<file path="src/rtl/spi_slave_byte_if_if.sv">
// Byte-side bus between the SPI target endpoint and the on-chip logic.
//
// Signals:
//   rx_data      received byte (endpoint -> logic)
//   rx_valid     one-cycle pulse, rx_data has just been updated
//   tx_data      byte offered for transmission (logic -> endpoint)
//   tx_valid     tx_data is being offered
//   tx_ready     holding register empty; an offer is taken when tx_valid & tx_ready
//   tx_underrun  one-cycle pulse, the filler byte was shifted out instead of user data
//   frame_active high while chip select is (synchronously) asserted
//   frame_end    one-cycle pulse when chip select is released
//
// Modports:
//   slave  - the SPI endpoint
//   master - the register/command logic that consumes and produces bytes
interface spi_slave_byte_if_if;
    logic [7:0] rx_data;
    logic       rx_valid;
    logic [7:0] tx_data;
    logic       tx_valid;
    logic       tx_ready;
    logic       tx_underrun;
    logic       frame_active;
    logic       frame_end;

    modport slave (
        output rx_data, rx_valid, tx_ready, tx_underrun, frame_active, frame_end,
        input  tx_data, tx_valid
    );

    modport master (
        input  rx_data, rx_valid, tx_ready, tx_underrun, frame_active, frame_end,
        output tx_data, tx_valid
    );
endinterface

</file>
<file path="src/rtl/spi_slave_byte_if.sv">
// SPI target (slave) endpoint, fully synchronous to pclk.
//
// The SPI pins are oversampled through SYNC_STAGES flops (pclk must run at
// least 4x sclk). MOSI bits are assembled MSB first into bytes; MISO bytes
// come from a one-deep TX holding register, with UNDERRUN_BYTE substituted
// whenever the holding register is empty at a load event.
//
// Ports:
//   pclk, presetn  system clock (rising edge) and async active-low reset
//   sclk, cs_n     SPI clock and chip select from the master (asynchronous)
//   mosi           master-out data (asynchronous)
//   miso, miso_oe  slave-out data and its output enable
//   bus            byte-side handshake bus (slave modport)
module spi_slave_byte_if #(
    parameter bit         CPOL          = 1'b0,
    parameter bit         CPHA          = 1'b0,
    parameter int         SYNC_STAGES   = 2,
    parameter logic [7:0] UNDERRUN_BYTE = 8'hFF
) (
    input  logic pclk,
    input  logic presetn,
    input  logic sclk,
    input  logic cs_n,
    input  logic mosi,
    output logic miso,
    output logic miso_oe,
    spi_slave_byte_if_if.slave bus
);

    typedef enum logic [0:0] {ST_IDLE, ST_ACTIVE} state_t;

    state_t state_q, state_d;

    logic [SYNC_STAGES-1:0] sclk_sync_q, sclk_sync_d;
    logic [SYNC_STAGES-1:0] cs_sync_q, cs_sync_d;
    logic [SYNC_STAGES-1:0] mosi_sync_q, mosi_sync_d;
    logic sclk_prev_q, sclk_prev_d;
    logic cs_prev_q, cs_prev_d;

    logic [2:0] bit_cnt_q, bit_cnt_d;
    logic [7:0] rx_shift_q, rx_shift_d;
    logic [7:0] rx_data_q, rx_data_d;
    logic       rx_done_q, rx_done_d;
    logic       rx_valid_q, rx_valid_d;
    logic [7:0] tx_shift_q, tx_shift_d;
    logic [7:0] hold_q, hold_d;
    logic       hold_full_q, hold_full_d;
    logic       underrun_q, underrun_d;
    logic       frame_end_q, frame_end_d;

    logic sclk_s, cs_s, mosi_s;
    logic sclk_rise, sclk_fall, lead_edge, trail_edge;
    logic cs_fall, cs_rise, active;
    logic do_sample, do_shift, byte_done, load_evt, accept;
    logic frame_active;

    // Edge detection works on the last two synchronised samples only, so
    // every decision below is made on clean pclk-domain signals.
    always_comb begin
        sclk_s     = sclk_sync_q[SYNC_STAGES-1];
        cs_s       = cs_sync_q[SYNC_STAGES-1];
        mosi_s     = mosi_sync_q[SYNC_STAGES-1];
        sclk_rise  = sclk_s & ~sclk_prev_q;
        sclk_fall  = ~sclk_s & sclk_prev_q;
        lead_edge  = CPOL ? sclk_fall : sclk_rise;
        trail_edge = CPOL ? sclk_rise : sclk_fall;
        cs_fall    = ~cs_s & cs_prev_q;
        cs_rise    = cs_s & ~cs_prev_q;
        active     = (state_q == ST_ACTIVE);
        do_sample  = active & (CPHA ? trail_edge : lead_edge);
        do_shift   = active & (CPHA ? lead_edge : trail_edge);
        byte_done  = do_sample & (bit_cnt_q == 3'd7);
        // A shift edge seen with the bit counter at zero is the first shift
        // of a byte (CPHA=1) or the one right after an 8th sample (CPHA=0).
        // A shift edge coinciding with chip-select release is dropped.
        load_evt   = ((CPHA == 1'b0) & ~active & cs_fall)
                   | (do_shift & ~cs_rise & (bit_cnt_q == 3'd0));
        accept     = bus.tx_valid & ~hold_full_q;
    end

    // FSM next state: frames are delimited purely by synchronised cs_n.
    always_comb begin
        state_d = state_q;
        case (state_q)
            ST_IDLE:   if (cs_fall) state_d = ST_ACTIVE;
            ST_ACTIVE: if (cs_rise) state_d = ST_IDLE;
            default:   state_d = ST_IDLE;
        endcase
    end

    // FSM outputs: MISO is only driven while a frame is open.
    always_comb begin
        frame_active = (state_q == ST_ACTIVE);
        miso_oe      = frame_active;
        miso         = frame_active & tx_shift_q[7];
    end

    // Datapath next-state. A sample coinciding with cs_n release still
    // completes its byte; the bit counter and TX shifter are cleared after.
    always_comb begin
        sclk_sync_d = {sclk_sync_q[SYNC_STAGES-2:0], sclk};
        cs_sync_d   = {cs_sync_q[SYNC_STAGES-2:0], cs_n};
        mosi_sync_d = {mosi_sync_q[SYNC_STAGES-2:0], mosi};
        sclk_prev_d = sclk_s;
        cs_prev_d   = cs_s;
        bit_cnt_d   = bit_cnt_q;
        rx_shift_d  = rx_shift_q;
        rx_data_d   = rx_data_q;
        rx_done_d   = byte_done;
        rx_valid_d  = rx_done_q;
        tx_shift_d  = tx_shift_q;
        hold_d      = hold_q;
        hold_full_d = hold_full_q;
        underrun_d  = 1'b0;
        frame_end_d = active & cs_rise;

        if (do_sample) begin
            rx_shift_d = {rx_shift_q[6:0], mosi_s};
            bit_cnt_d  = bit_cnt_q + 3'd1;
        end
        if (byte_done) begin
            rx_data_d = {rx_shift_q[6:0], mosi_s};
        end
        if (active & cs_rise) begin
            bit_cnt_d = 3'd0;
        end

        if (active & cs_rise) begin
            tx_shift_d = 8'h00;
        end else if (load_evt) begin
            if (hold_full_q) begin
                tx_shift_d  = hold_q;
                hold_full_d = 1'b0;
            end else begin
                tx_shift_d = UNDERRUN_BYTE;
                underrun_d = 1'b1;
            end
        end else if (do_shift) begin
            tx_shift_d = {tx_shift_q[6:0], 1'b0};
        end

        // Accept only into an empty holding register; a byte offered on the
        // same cycle as an underrun load waits here for the next byte.
        if (accept) begin
            hold_d      = bus.tx_data;
            hold_full_d = 1'b1;
        end
    end

    // FSM state register.
    always_ff @(posedge pclk or negedge presetn) begin
        if (!presetn) begin
            state_q <= ST_IDLE;
        end else begin
            state_q <= state_d;
        end
    end

    // Synchroniser and datapath registers; pins reset to their idle levels.
    always_ff @(posedge pclk or negedge presetn) begin
        if (!presetn) begin
            sclk_sync_q <= {SYNC_STAGES{CPOL}};
            cs_sync_q   <= {SYNC_STAGES{1'b1}};
            mosi_sync_q <= '0;
            sclk_prev_q <= CPOL;
            cs_prev_q   <= 1'b1;
            bit_cnt_q   <= 3'd0;
            rx_shift_q  <= 8'h00;
            rx_data_q   <= 8'h00;
            rx_done_q   <= 1'b0;
            rx_valid_q  <= 1'b0;
            tx_shift_q  <= 8'h00;
            hold_q      <= 8'h00;
            hold_full_q <= 1'b0;
            underrun_q  <= 1'b0;
            frame_end_q <= 1'b0;
        end else begin
            sclk_sync_q <= sclk_sync_d;
            cs_sync_q   <= cs_sync_d;
            mosi_sync_q <= mosi_sync_d;
            sclk_prev_q <= sclk_prev_d;
            cs_prev_q   <= cs_prev_d;
            bit_cnt_q   <= bit_cnt_d;
            rx_shift_q  <= rx_shift_d;
            rx_data_q   <= rx_data_d;
            rx_done_q   <= rx_done_d;
            rx_valid_q  <= rx_valid_d;
            tx_shift_q  <= tx_shift_d;
            hold_q      <= hold_d;
            hold_full_q <= hold_full_d;
            underrun_q  <= underrun_d;
            frame_end_q <= frame_end_d;
        end
    end

    assign bus.rx_data      = rx_data_q;
    assign bus.rx_valid     = rx_valid_q;
    assign bus.tx_ready     = ~hold_full_q;
    assign bus.tx_underrun  = underrun_q;
    assign bus.frame_active = frame_active;
    assign bus.frame_end    = frame_end_q;

endmodule

</file>
<file path="src/flat_wrapper.sv">
// flat-port wrapper written by rule: the top's interface ports become plain ports
module spi_slave_byte_if_flat 
#(
    parameter bit         CPOL          = 1'b0,
    parameter bit         CPHA          = 1'b0,
    parameter int         SYNC_STAGES   = 2,
    parameter logic [7:0] UNDERRUN_BYTE = 8'hFF
)
  (pclk, presetn, sclk, cs_n, mosi, miso, miso_oe, bus_rx_data, bus_rx_valid, bus_tx_ready, bus_tx_underrun, bus_frame_active, bus_frame_end, bus_tx_data, bus_tx_valid);
  spi_slave_byte_if_if bus_i ();
  input  logic pclk;
  input  logic presetn;
  input  logic sclk;
  input  logic cs_n;
  input  logic mosi;
  output logic miso;
  output logic miso_oe;
  output wire logic [$bits(bus_i.rx_data)-1:0] bus_rx_data;
  output wire logic [$bits(bus_i.rx_valid)-1:0] bus_rx_valid;
  output wire logic [$bits(bus_i.tx_ready)-1:0] bus_tx_ready;
  output wire logic [$bits(bus_i.tx_underrun)-1:0] bus_tx_underrun;
  output wire logic [$bits(bus_i.frame_active)-1:0] bus_frame_active;
  output wire logic [$bits(bus_i.frame_end)-1:0] bus_frame_end;
  input wire logic [$bits(bus_i.tx_data)-1:0] bus_tx_data;
  input wire logic [$bits(bus_i.tx_valid)-1:0] bus_tx_valid;
  assign bus_rx_data = bus_i.rx_data;
  assign bus_rx_valid = bus_i.rx_valid;
  assign bus_tx_ready = bus_i.tx_ready;
  assign bus_tx_underrun = bus_i.tx_underrun;
  assign bus_frame_active = bus_i.frame_active;
  assign bus_frame_end = bus_i.frame_end;
  assign bus_i.tx_data = bus_tx_data;
  assign bus_i.tx_valid = bus_tx_valid;
  spi_slave_byte_if #(.CPOL(CPOL), .CPHA(CPHA), .SYNC_STAGES(SYNC_STAGES), .UNDERRUN_BYTE(UNDERRUN_BYTE)) u_core (.pclk(pclk), .presetn(presetn), .sclk(sclk), .cs_n(cs_n), .mosi(mosi), .miso(miso), .miso_oe(miso_oe), .bus(bus_i));
endmodule
</file>
<file path="config.mk">
export PLATFORM = sky130hd
export DESIGN_NAME = spi_slave_byte_if_flat
export DESIGN_NICKNAME = d
export VERILOG_FILES = /design/src/rtl/spi_slave_byte_if_if.sv /design/src/rtl/spi_slave_byte_if.sv /design/src/flat_wrapper.sv
export SDC_FILE = /design/constraint.sdc
export NUM_CORES = 1
export LEC_CHECK = 0
export BUFFER_PORTS_ARGS = -buffer_cell sky130_fd_sc_hd__clkbuf_2
export CORE_MARGIN = 3
export CORE_UTILIZATION = 34
export DETAILED_ROUTE_END_ITERATION = 6
export MAX_ROUTING_LAYER = met4
export SYNTH_ARGS = -nofsm -noshare
export SYNTH_HDL_FRONTEND = slang
export SYNTH_SLANG_ARGS = --single-unit
</file>
<file path="constraint.sdc">
create_clock -name pclk -period 1.28 [get_ports pclk]
set_input_delay 0.192 -clock pclk [delete_from_list [all_inputs] [get_ports pclk]]
set_output_delay 0.192 -clock pclk [all_outputs]
set_load 0.005 [all_outputs]
</file>
==> key figures, run 1 <==
Critical path
  – Buf+Inv Stages, Crit Path: 0
  – CP Capture Type: register
  – Largest incremental delay on the critical path: roughly 0.39 ns
  – Worst Path Max Fanout: 5
  – Delay-heaviest family, CP: flip-flops
  – Crit path launch type: register
  – CP Data Required Time: 1.47 ns
  – Crit path DAT: approximately 1.6 ns
  – Worst path cell trace: ha_2 -> ha_4 -> nand4b_4 -> mux2_4
  – Slowest stage cell on the critical path: dfrtp_1
  – Worst Setup Path Type: reg -> reg

STA
  – Final min period: 1.381 ns
  – Peak Freq: between 0.7 and 0.8 GHz
  – Fin. max-slew vios: 0
  – Worst-Margin Slew: approximately 0.44 ns
  – Final setup violation count: 25
  – Worst setup margin: -0.1012 ns
  – Final Hold Viols: 0
  – Max Clock Skew: 0.01065 ns
  – Final period util: 107.9%
  – RSZ-0062 raised after global routing: yes
  – Slew headroom: 70.56%

Yosys
  – Post-Synthesis Cells: 143
  – Syn Area/Cell: roughly 14 µm²
  – Synth warn: 0
  – Post-synth top flop: dfrtp_1
  – Yosys cell types: 34
  – Post-synth EDFFs: 0
  – Register area share after synthesis: 59.15%
  – Synthesized area: 2037 µm²
  – Synth Register Bits: 48
  – Synth Net Count: 160
  – Ys async rst share: 100.0%

Clock tree
  – Root Buffer: clkbuf_8
  – Clock Latency Late Sink: 0.31 ns
  – Inserted Clock Buffers: 5
  – H-tree Lvls: 2
  – Clock net sink count: 48
  – Clk buf depth: 2
  – Clk slew on worst S/H paths: 0.08 ns
  – TritonCTS clock tree: done

Floorplanning
  – Top Ports: 29
  – Chip width: 83.40 µm
  – Core ar.: 5642 µm²
  – Initial Utilization: 36.11%
  – # rows: 27
  – Die Area: 6956 µm²
  – Die H: 83.40 µm

Run status
  – Status: finished, violations left
  – Failing checks: setup timing

Routing
  – Wire length per cell: 15.14 µm
  – Number of detailed-route iterations in the first pass: 3
  – Residual DRC count: 0
  – Vias: 1318
  – Vias/cell: 4.936
  – First DRT Iteration DRCs: 56
  – Final ANT Viol Nets: 0
  – Final WL: approximately 4 mm

Layout
  – Layout cells sized above 1: 57.95%
  – Final-stage net count: 211
  – Post-layout util: 47.13%
  – Layout area overhead: 30.53%
  – Antenna Cells: 0

Global routing
  – Total Routing Usage GR: 12.88%
  – Met2 Resource Use GR: 20.04%
  – Global-route wire length before repair: 7.044 mm
  – GR Layer Usage met1: 15.60%
  – Global route total overflow: 0
  – Vias in the first global route: 1448
  – Met3 GRT Util: 3.175%
  – Largest net degree at the start of global routing: 19
  – Initial antenna violation count: 0
  – GRT busiest layer: met2

Pwr
  – Sw frac: 30.17%
  – Combinational fraction of design power: approximately a quarter
  – Clk pwr share: between 20% and 30%
  – Pint: slightly above 3 mW
  – Leak: 1.290 nW
  – Power per cell area: 1630 nW/µm²
  – Net Sw Power: 1.307 mW
  – Worst vdd ir: 0.6555 mV
  – Reg power frac: between 50% and 60%

Placement
  – Pre-CTS setup slack: -0.1729 ns
  – Detailed placement HPWL: 2.694 mm
  – Port bufs: 28
  – GPL Wtd Cong: 0.7761

Min path
  – Hold Crit Class: in -> reg

Flow run
  – Max-cap violations: 0
## sequential cells by signal, summed over array words and instances, names as in the netlist, 2 cells and up
register,cells
u_core.hold_q,8
u_core.bit_cnt_q,3
u_core.sclk_sync_q,2
u_core.mosi_sync_q,2
u_core.cs_sync_q,2
u_core.tx_shift_q,8
u_core.bus.rx_data,8
u_core.rx_shift_q,7
## layer usage
metal,vias up,wire [µm],share of wire [%]
met5,-,0,0
met3,9,144,3.6
met2,26,1978,49
li1,622,-,-
met4,0,95,2.3
met1,661,1825,45
## final timing paths
| kind | cells past startpoint | to | slack [ns] | startpoint |
|---|---|---|---|---|
| max in group asynchronous | 3 | u_core.cs_prev_q$_DFF_PN1_ | 0.38 | presetn |
| hold reg to reg | 0 | u_core.mosi_sync_q[1]$_DFF_PN0_ | 0.36 | u_core.mosi_sync_q[0]$_DFF_PN0_ |
| min in group asynchronous | 2 | u_core.bus.rx_data[3]$_DFFE_PN0P_ | 0.35 | presetn |
| setup / recovery | 4 | u_core.bus.rx_data[1]$_DFFE_PN0P_ | -0.10 | u_core.bit_cnt_q[1]$_DFFE_PN0P_ |
| hold / removal | 2 | u_core.hold_q[3]$_DFFE_PN0P_ | 0.12 | bus_tx_data[3] |
| setup reg to reg | 4 | u_core.bus.rx_data[1]$_DFFE_PN0P_ | -0.10 | u_core.bit_cnt_q[1]$_DFFE_PN0P_ |
## kinds of logic (layout without fill, tap and decap cells)
group / after synthesis / count (layout) / synth area share [%]
AND/OR/NAND/NOR: 25 / 27 / 8.292
adder cells (fa/ha/maj): 4 / 4 / 2.334
XOR/XNOR: 1 / 1 / 0.4301
buffers and inverters: 14 / 63 / 4.545
AO/OA/AOI/OAI: 26 / 27 / 11.55
flip-flops: 48 / 48 / 59.15
multiplexers: 25 / 25 / 13.70
## worst reg2reg max path, delay by kind of cell (launching register included)
family / cells / cell delay (ns)
flops: 1 / 0.39
mux: 1 / 0.34
fa+ha+maj: 2 / 0.37
simple gates: 1 / 0.17
## per-stage QoR
step	hold WS, ns	std cells	power, mW	area (µm²)	TNS (ns)
after floorplan	-0.1036	143	2.956	2100	-0.6027
after global placement	0.1333	246	3.220	2374	-2.248
after detailed placement	0.1506	246	3.308	2374	-2.705
after CTS	0.1113	265	4.335	2628	-1.330
after global routing	0.1158	267	4.615	2659	-2.962
final	0.1190	267	4.333	2659	-1.407
## Yosys cell counts (3+ instances only)
cell / n / share of area [%]
buf_6: 3 / 1.7
dfrtp_1: 45 / 55
dfstp_2: 3 / 3.9
ha_1: 3 / 1.8
inv_1: 5 / 0.92
mux2_2: 23 / 13
nand3_1: 8 / 2.0
nor2_1: 6 / 1.1
o211ai_1: 4 / 1.5
o211ai_2: 10 / 6.1
o22ai_1: 7 / 2.1
## power groups by stage
| stage | logic [mW] | clock network, mW | registers, mW |
|---|---|---|---|
| 6_report | 1.13 | 0.934 | 2.27 |
| 5_1_grt | 1.26 | 1.02 | 2.33 |
| 4_1_cts | 1.12 | 0.954 | 2.26 |
| 3_5_place_dp | 1.03 | 0 | 2.28 |
| 3_3_place_gp | 0.978 | 0 | 2.24 |
| 2_1_floorplan | 0.776 | 0 | 2.18 |
## layout make-up
cell class / instances / area (µm²)
clock buffers: 7 / 86.33
clock inverters: 1 / 7.507
fillers: 502 / 2983
inverters: 7 / 28.78
multi-input cells: 84 / 892.1
flip-flops and latches: 48 / 1205
well taps: 72 / 90.09
repair buffers: 48 / 349.1
## cells in the final DEF (no fill, tap or decap), drive strengths merged, types with 6 or more instances in the layout
cell	n
nor2	6
o22ai	7
dfrtp	45
inv	7
mux2	23
nand3	9
buf	16
clkbuf	35
o211ai	14
## what timing repair did
item	CTS	global route
gates resized for setup	17	6
hold buffers	4	0
endpoints found under the setup margin	29	32
pin swaps	4	0
setup buffers	4	2
endpoints found under the hold margin	16	0
gates cloned	3	0
(Power assumes the default switching activity.)
==> inputs of run 2 (changes only) <==
--- a/config.mk
+++ b/config.mk
@@ -6,6 +6,7 @@
 export NUM_CORES = 1
 export LEC_CHECK = 0
 export BUFFER_PORTS_ARGS = -buffer_cell sky130_fd_sc_hd__clkbuf_2
+export CORE_ASPECT_RATIO = 1.2
 export CORE_MARGIN = 3
 export CORE_UTILIZATION = 34
 export DETAILED_ROUTE_END_ITERATION = 6
==> key figures, run 2 (synthesis results as in run 1) <==
Run status
  – Status: finished, violations left
  – Failing checks: setup timing

Layout
  – Post-route cell area: 2795 µm² (+5.1%)
  – Area of the multi-input gates: 934.6 µm² (+4.8%)
  – Layout area overhead: 37.22%
  – Most frequent cells in the layout: 43 x dfrtp_1, 28 x clkbuf_2, 15 x mux2_4
  – Layout cells sized above 1: 61.81% (+3.9 points)
  – Number of fill cells: 496 (-1.2%)
  – Sequential Area: 1207 µm² (+0.21%)
  – Post-layout util: 48.67% (+1.5 points)
  – Final-stage net count: 215 (+1.9%)
  – Antenna Cells: 0 (unchanged)
  – Finished Layout Cells: 279 (+4.5%)
  – Commonest non-fill, non-tap cell in the layout: dfrtp_1

Min path
  – HP Start: bus_tx_data[3]
  – Hold Crit Class: in -> reg

Placement
  – GPL Wtd Cong: 0.7848 (+1.1%)
  – Dpl cells: 258 (+4.9%)
  – Port bufs: 28 (unchanged)
  – Placed cell areas: 2389 µm² (+0.63%)
  – Detailed placement HPWL: 2.854 mm (+5.9%)

Pwr
  – Leak: 1.367 nW (+6.0%)
  – Overall power: 4.727 mW (+9.1%)
  – Worst vdd ir: 0.8575 mV (+31%)
  – Power per cell area: 1691 nW/µm² (+3.8%)

Clock tree
  – Clk slew on worst S/H paths: 0.09 ns (about the same)
  – H-tree Lvls: 2 (unchanged)
  – Inserted Clock Buffers: 5 (unchanged)
  – Clk buf depth: 2 (unchanged)
  – Root Buffer: clkbuf_8
  – Clock net sink count: 48 (unchanged)
  – Clock Latency Late Sink: 0.30 ns (about the same)
  – TritonCTS clock tree: done

Routing
  – Final WL: 4.323 mm (+6.9%)
  – Vias/cell: 4.832 (-2.1%)
  – First DRT Iteration DRCs: 40 (-29%)
  – Wire length per cell: 15.49 µm (+2.3%)
  – Residual DRC count: 0 (unchanged)
  – Vias: 1348 (+2.3%)
  – Final ANT Viol Nets: 0 (unchanged)
  – Number of detailed-route iterations in the first pass: 4 (+1)

STA
  – Worst setup margin: -0.1506 ns (-0.04943 ns)
  – Sum Neg Setup Slack: -1.964 ns (-0.5573 ns)
  – Worst-Margin Slew: 0.3846 ns (-0.05695 ns)
  – Fin. max-slew vios: 0 (unchanged)
  – Slew headroom: 74.36% (+3.8 points)
  – Peak Freq: 0.6990 GHz (-3.5%)
  – RSZ-0062 raised after global routing: yes
  – Final period util: 111.8% (+3.9 points)
  – Final Hold Viols: 0 (unchanged)
  – Final min period: 1.431 ns (+0.04943 ns)
  – Max Clock Skew: 0.008470 ns (-0.002182 ns)
  – Final setup violation count: 25 (unchanged)

Floorplanning
  – Die Area: 6960 µm² (about the same)
  – # rows: 30 (+11%)
  – Die H: 90.79 µm (+8.9%)
  – Core ar.: 5743 µm² (+1.8%)
  – Chip width: 76.66 µm (-8.1%)
  – Top Ports: 29 (unchanged)
  – Initial Utilization: 35.47% (-0.64 points)

Global routing
  – Largest net degree at the start of global routing: 37 (+18)
  – Global route total overflow: 0 (unchanged)
  – Total Routing Usage GR: 13.51% (+0.63 points)
  – Global-route wire length before repair: 7.307 mm (+3.7%)
  – Vias in the first global route: 1497 (+3.4%)
  – Initial antenna violation count: 0 (unchanged)

Flow run
  – Max-cap violations: 0 (unchanged)

Critical path
  – Critical R2R Launch: u_core.bit_cnt_q[1]$_DFFE_PN0P_
  – CP Data Required Time: 1.46 ns (about the same)
  – Critical Path Start: u_core.bit_cnt_q[1]$_DFFE_PN0P_
  – Crit path launch type: register
  – Worst Setup Path Type: reg -> reg
  – Crit path DAT: 1.61 ns (+0.04 ns)
  – CP Capture Type: register
  – Worst Path Max Fanout: 5 (unchanged)
run 2: cell count changes in the layout (fill, tap and decap cells not counted), moves of 3 or more:
cell	previous run	this run
buf_6	3	12
mux2_2	15	8
o22ai_1	5	2
mux2_4	8	15
run 2: worst max-delay path: stages (launching register included):
cell      delay (ns)
dfrtp_1         0.40
ha_2            0.21
ha_4            0.16
nand4b_4        0.20
mux2_4          0.35
run 2: worst paths after layout:
path	endpoint	slack, ns	cells past startpoint
max	u_core.bus.rx_data[3]$_DFFE_PN0P_	-0.15	4
min	u_core.hold_q[3]$_DFFE_PN0P_	0.12	2
max reg2reg	u_core.bus.rx_data[3]$_DFFE_PN0P_	-0.15	4
min reg2reg	u_core.sclk_sync_q[1]$_DFF_PN0_	0.35	0
max in group asynchronous	u_core.cs_sync_q[0]$_DFF_PN1_	0.38	3
min in group asynchronous	u_core.hold_q[5]$_DFFE_PN0P_	0.33	2
run 2: cell type report:
cell class                      instances  area share (%)
Clock buffer                            7           3.447
Clock inverter                          1           1.074
Inverter                                7           1.119
Multi-Input combinational cell         83           33.44
Sequential cell                        48           43.20
Tap cell                               80           3.581
Timing Repair Buffer                   53           14.15
run 2: what timing repair did:
action	in CTS	in global routing
pin swaps	9	2
endpoints found under the setup margin	31	31
hold buffers	4	0
hold endpoints to repair	13	0
resized for setup	39	6
setup buffers	6	2
gates cloned	2	0
run 2: through the flow:
stage               hold WS, ns  setup slack (ns)
finish                   0.1222           -0.1506
global route             0.1168           -0.1869
CTS                      0.1187           -0.1511
detailed placement       0.1204           -0.1880
global placement         0.1071           -0.1535
floorplan               -0.1036          -0.04141
run 2: layer usage:
| metal | global-route usage [%] | up-vias | routed length [µm] |
|---|---|---|---|
| li1 | - | 625 | - |
| met1 | 16.58 | 687 | 1874 |
| met2 | 22.51 | 31 | 2265 |
| met3 | 2.495 | 5 | 129 |
| met4 | 4.381 | 0 | 55 |
| met5 | - | - | 0 |
run 2: power breakdown:
group          switching, mW  total [mW]  internal, mW
combinational          0.520        1.24         0.715
sequential             0.355        2.31          1.95
clock                  0.494        1.18         0.689
==> inputs of run 3 (changes only) <==
--- a/config.mk
+++ b/config.mk
@@ -5,6 +5,7 @@
 export SDC_FILE = /design/constraint.sdc
 export NUM_CORES = 1
 export LEC_CHECK = 0
+export ABC_AREA = 1
 export BUFFER_PORTS_ARGS = -buffer_cell sky130_fd_sc_hd__clkbuf_2
 export CORE_ASPECT_RATIO = 1.2
 export CORE_MARGIN = 3
==> key figures, run 3 <==
Clock tree
  – Inserted Clock Buffers: 5 (unchanged)
  – TritonCTS clock tree: done
  – Clock Latency Late Sink: 0.30 ns (about the same)
  – Clock net sink count: 48 (unchanged)
  – Root Buffer: clkbuf_8
  – Clk buf depth: 2 (unchanged)
  – H-tree Lvls: 2 (unchanged)
  – Clk slew on worst S/H paths: 0.08 ns (about the same)

STA
  – Final min period: 1.321 ns (-0.1094 ns)
  – Final Hold Viols: 0 (unchanged)
  – RSZ-0062 raised after global routing: yes
  – Slew headroom: 78.27% (+3.9 points)
  – Fin. max-slew vios: 0 (unchanged)
  – Final period util: 103.2% (-8.5 points)
  – Final setup violation count: 9 (-64%)
  – Peak Freq: 0.7569 GHz (+8.3%)
  – Max Clock Skew: 0.006932 ns (-0.001539 ns)
  – Worst-Margin Slew: 0.3251 ns (-0.05946 ns)
  – Worst setup margin: -0.04121 ns (+0.1094 ns)

Layout
  – Final-stage net count: 272 (+27%)
  – Sequential Area: 1206 µm² (-0.10%)
  – Number of fill cells: 513 (+3.4%)
  – Area of the multi-input gates: 793.3 µm² (-15%)
  – Antenna Cells: 0 (unchanged)
  – Layout area overhead: 37.73%
  – Post-layout util: 50.10% (+1.4 points)
  – Layout cells sized above 1: 46.09% (-16 points)
  – Most frequent cells in the layout: 44 x dfrtp_1, 35 x nand2_1, 28 x clkbuf_2
  – Commonest non-fill, non-tap cell in the layout: dfrtp_1

Yosys
  – Synth Net Count: 210 (+31%)
  – Top-count cell post-synth: dfrtp_1
  – Synth cell count leaders: 45 x dfrtp_1, 36 x nand2_1, 24 x inv_1
  – Register area share after synthesis: 60.45% (+1.3 points)
  – Post-Synthesis Cells: 193 (+35%)
  – Synth top area share: 56.50% (+1.2 points)
  – Post-synth EDFFs: 0 (unchanged)
  – Synth area leader: dfrtp_1
  – Ys async rst share: 100.0% (unchanged)
  – Synth warn: 0 (unchanged)
  – Synth Register Bits: 48 (unchanged)
  – Post-synth top flop: dfrtp_1
  – Main area contributors after synthesis: dfrtp_1 56%, nand2_1 6.8%, inv_1 4.5%
  – Yosys cell types: 23 (-32%)
  – Syn Area/Cell: 10.33 µm² (-27%)
  – Synthesized area: 1993 µm² (-2.1%)

Global routing
  – Initial antenna violation count: 0 (unchanged)
  – Largest net degree at the start of global routing: 49 (+32%)
  – Vias in the first global route: 1494 (-0.20%)
  – Total Routing Usage GR: 12.65% (-0.87 points)
  – Global route total overflow: 0 (unchanged)
  – Global-route wire length before repair: 6.492 mm (-11%)

Routing
  – Number of detailed-route iterations in the first pass: 4 (unchanged)
  – Final WL: 3.829 mm (-11%)
  – Final ANT Viol Nets: 0 (unchanged)
  – Vias: 1468 (+8.9%)
  – First DRT Iteration DRCs: 50 (+25%)
  – Residual DRC count: 0 (unchanged)
  – Vias/cell: 4.408 (-8.8%)
  – Wire length per cell: 11.50 µm (-26%)

Pwr
  – Leak: 1.382 nW (+1.1%)
  – Power per cell area: 1658 nW/µm² (-2.0%)
  – Worst vdd ir: 0.9289 mV (+8.3%)
  – Overall power: 4.551 mW (-3.7%)

Floorplanning
  – Chip width: 75.90 µm (-0.99%)
  – Core ar.: 5479 µm² (-4.6%)
  – Die H: 89.88 µm (-1.0%)
  – Die Area: 6821 µm² (-2.0%)
  – # rows: 29 (-3.3%)
  – Top Ports: 29 (unchanged)
  – Initial Utilization: 36.38% (+0.91 points)

Run status
  – Failing checks: setup timing
  – Status: finished, violations left

Critical path
  – Crit path DAT: 1.57 ns (-0.04 ns)
  – Worst Setup Path Type: reg -> reg
  – CP Capture Type: register
  – Crit path launch type: register
  – Worst Path Max Fanout: 7 (+2)
  – CP Data Required Time: 1.52 ns (+0.06 ns)

Placement
  – Port bufs: 28 (unchanged)
  – GPL Wtd Cong: 0.7555 (-3.7%)
  – Detailed placement HPWL: 2.296 mm (-20%)

Flow run
  – Max-cap violations: 0 (unchanged)

Min path
  – Hold Crit Class: in -> reg
-- run 3: changes by cell type in the layout (fill, tap and decap cells not counted), sizes merged, moves of 4 or more --
| cell | delta |
|---|---|
| buf | +7 |
| inv | +20 |
| nor2b | -4 |
| o21ai | +18 |
| o211ai | -14 |
| nand3 | +9 |
| mux2 | -15 |
| nor2 | +7 |
| nand2 | +41 |
| nand4 | +7 |
| o22ai | -7 |
-- run 3: final cells by class --
type,instances,area share (%)
Clock buffer,8,3.282
Inverter,26,3.555
Multi-Input combinational cell,114,28.90
Sequential cell,48,43.94
Tap cell,77,3.510
Timing Repair Buffer,60,16.82
-- run 3: what timing repair did --
| action | CTS | global route |
|---|---|---|
| gates resized for setup | 24 | 23 |
| gates cloned | 0 | 1 |
| buffers inserted | 8 | 6 |
| hold buffers | 4 | 0 |
| setup endpoints to repair | 21 | 27 |
| pin swaps | 10 | 11 |
| hold endpoints to repair | 48 | 0 |
-- run 3: per-stage QoR --
stage | area (µm²) | cells | hold slack [ns] | setup WS [ns] | TNS (ns)
6_report | 2745 | 333 | 0.1138 | -0.04121 | -0.2220
5_1_grt | 2745 | 333 | 0.1129 | -0.1025 | -1.443
4_1_cts | 2592 | 326 | 0.1058 | -0.03529 | -0.1742
3_5_place_dp | 2327 | 306 | 0.2034 | -0.1237 | -1.227
3_3_place_gp | 2327 | 306 | 0.2036 | -0.09682 | -0.8641
2_1_floorplan | 1998 | 193 | -0.1036 | 0.001995 | 0
-- run 3: per-layer routing --
metal / track usage, % / part of all wire, % / vias up
met5: - / 0 / -
met4: 6.268 / 2.5 / 0
met3: 3.237 / 5.3 / 9
met2: 19.79 / 49 / 43
met1: 14.67 / 43 / 670
li1: - / - / 746
-- run 3: where the power goes --
group,switching (mW),internal [mW]
registers,0.231,1.94
clock network,0.463,0.441
logic,0.741,0.735
-- run 3: logic make-up after synthesis --
kind of cell	after synthesis	synth area share, %
simple gates	80	18.96
buf+inv	32	6.780
mux	8	4.520
fa+ha+maj	3	1.883
flops	48	60.45
compound gates	22	7.407
-- run 3: critical path: stages, from the launching register on --
cell     delay (ns)
dfstp_2        0.53
inv_2          0.05
nand2_4        0.09
nor2_4         0.04
buf_4          0.14
a21oi_4        0.14
buf_12         0.14
nand3_1        0.08
nand2_1        0.06
-- run 3: worst paths after layout --
path | start | end | slack, ns | cells past startpoint
min in group asynchronous | presetn | u_core.bus.rx_data[1]$_DFFE_PN0P_ | 0.42 | 3
max in group asynchronous | presetn | u_core.cs_prev_q$_DFF_PN1_ | 0.58 | 3
min | bus_tx_data[5] | u_core.hold_q[5]$_DFFE_PN0P_ | 0.11 | 2
max reg2reg | u_core.cs_prev_q$_DFF_PN1_ | u_core.tx_shift_q[5]$_DFFE_PN0P_ | -0.04 | 8
min reg2reg | u_core.rx_done_q$_DFF_PN0_ | u_core.bus.rx_valid$_DFF_PN0_ | 0.35 | 0
max | u_core.cs_prev_q$_DFF_PN1_ | u_core.tx_shift_q[5]$_DFFE_PN0P_ | -0.04 | 8
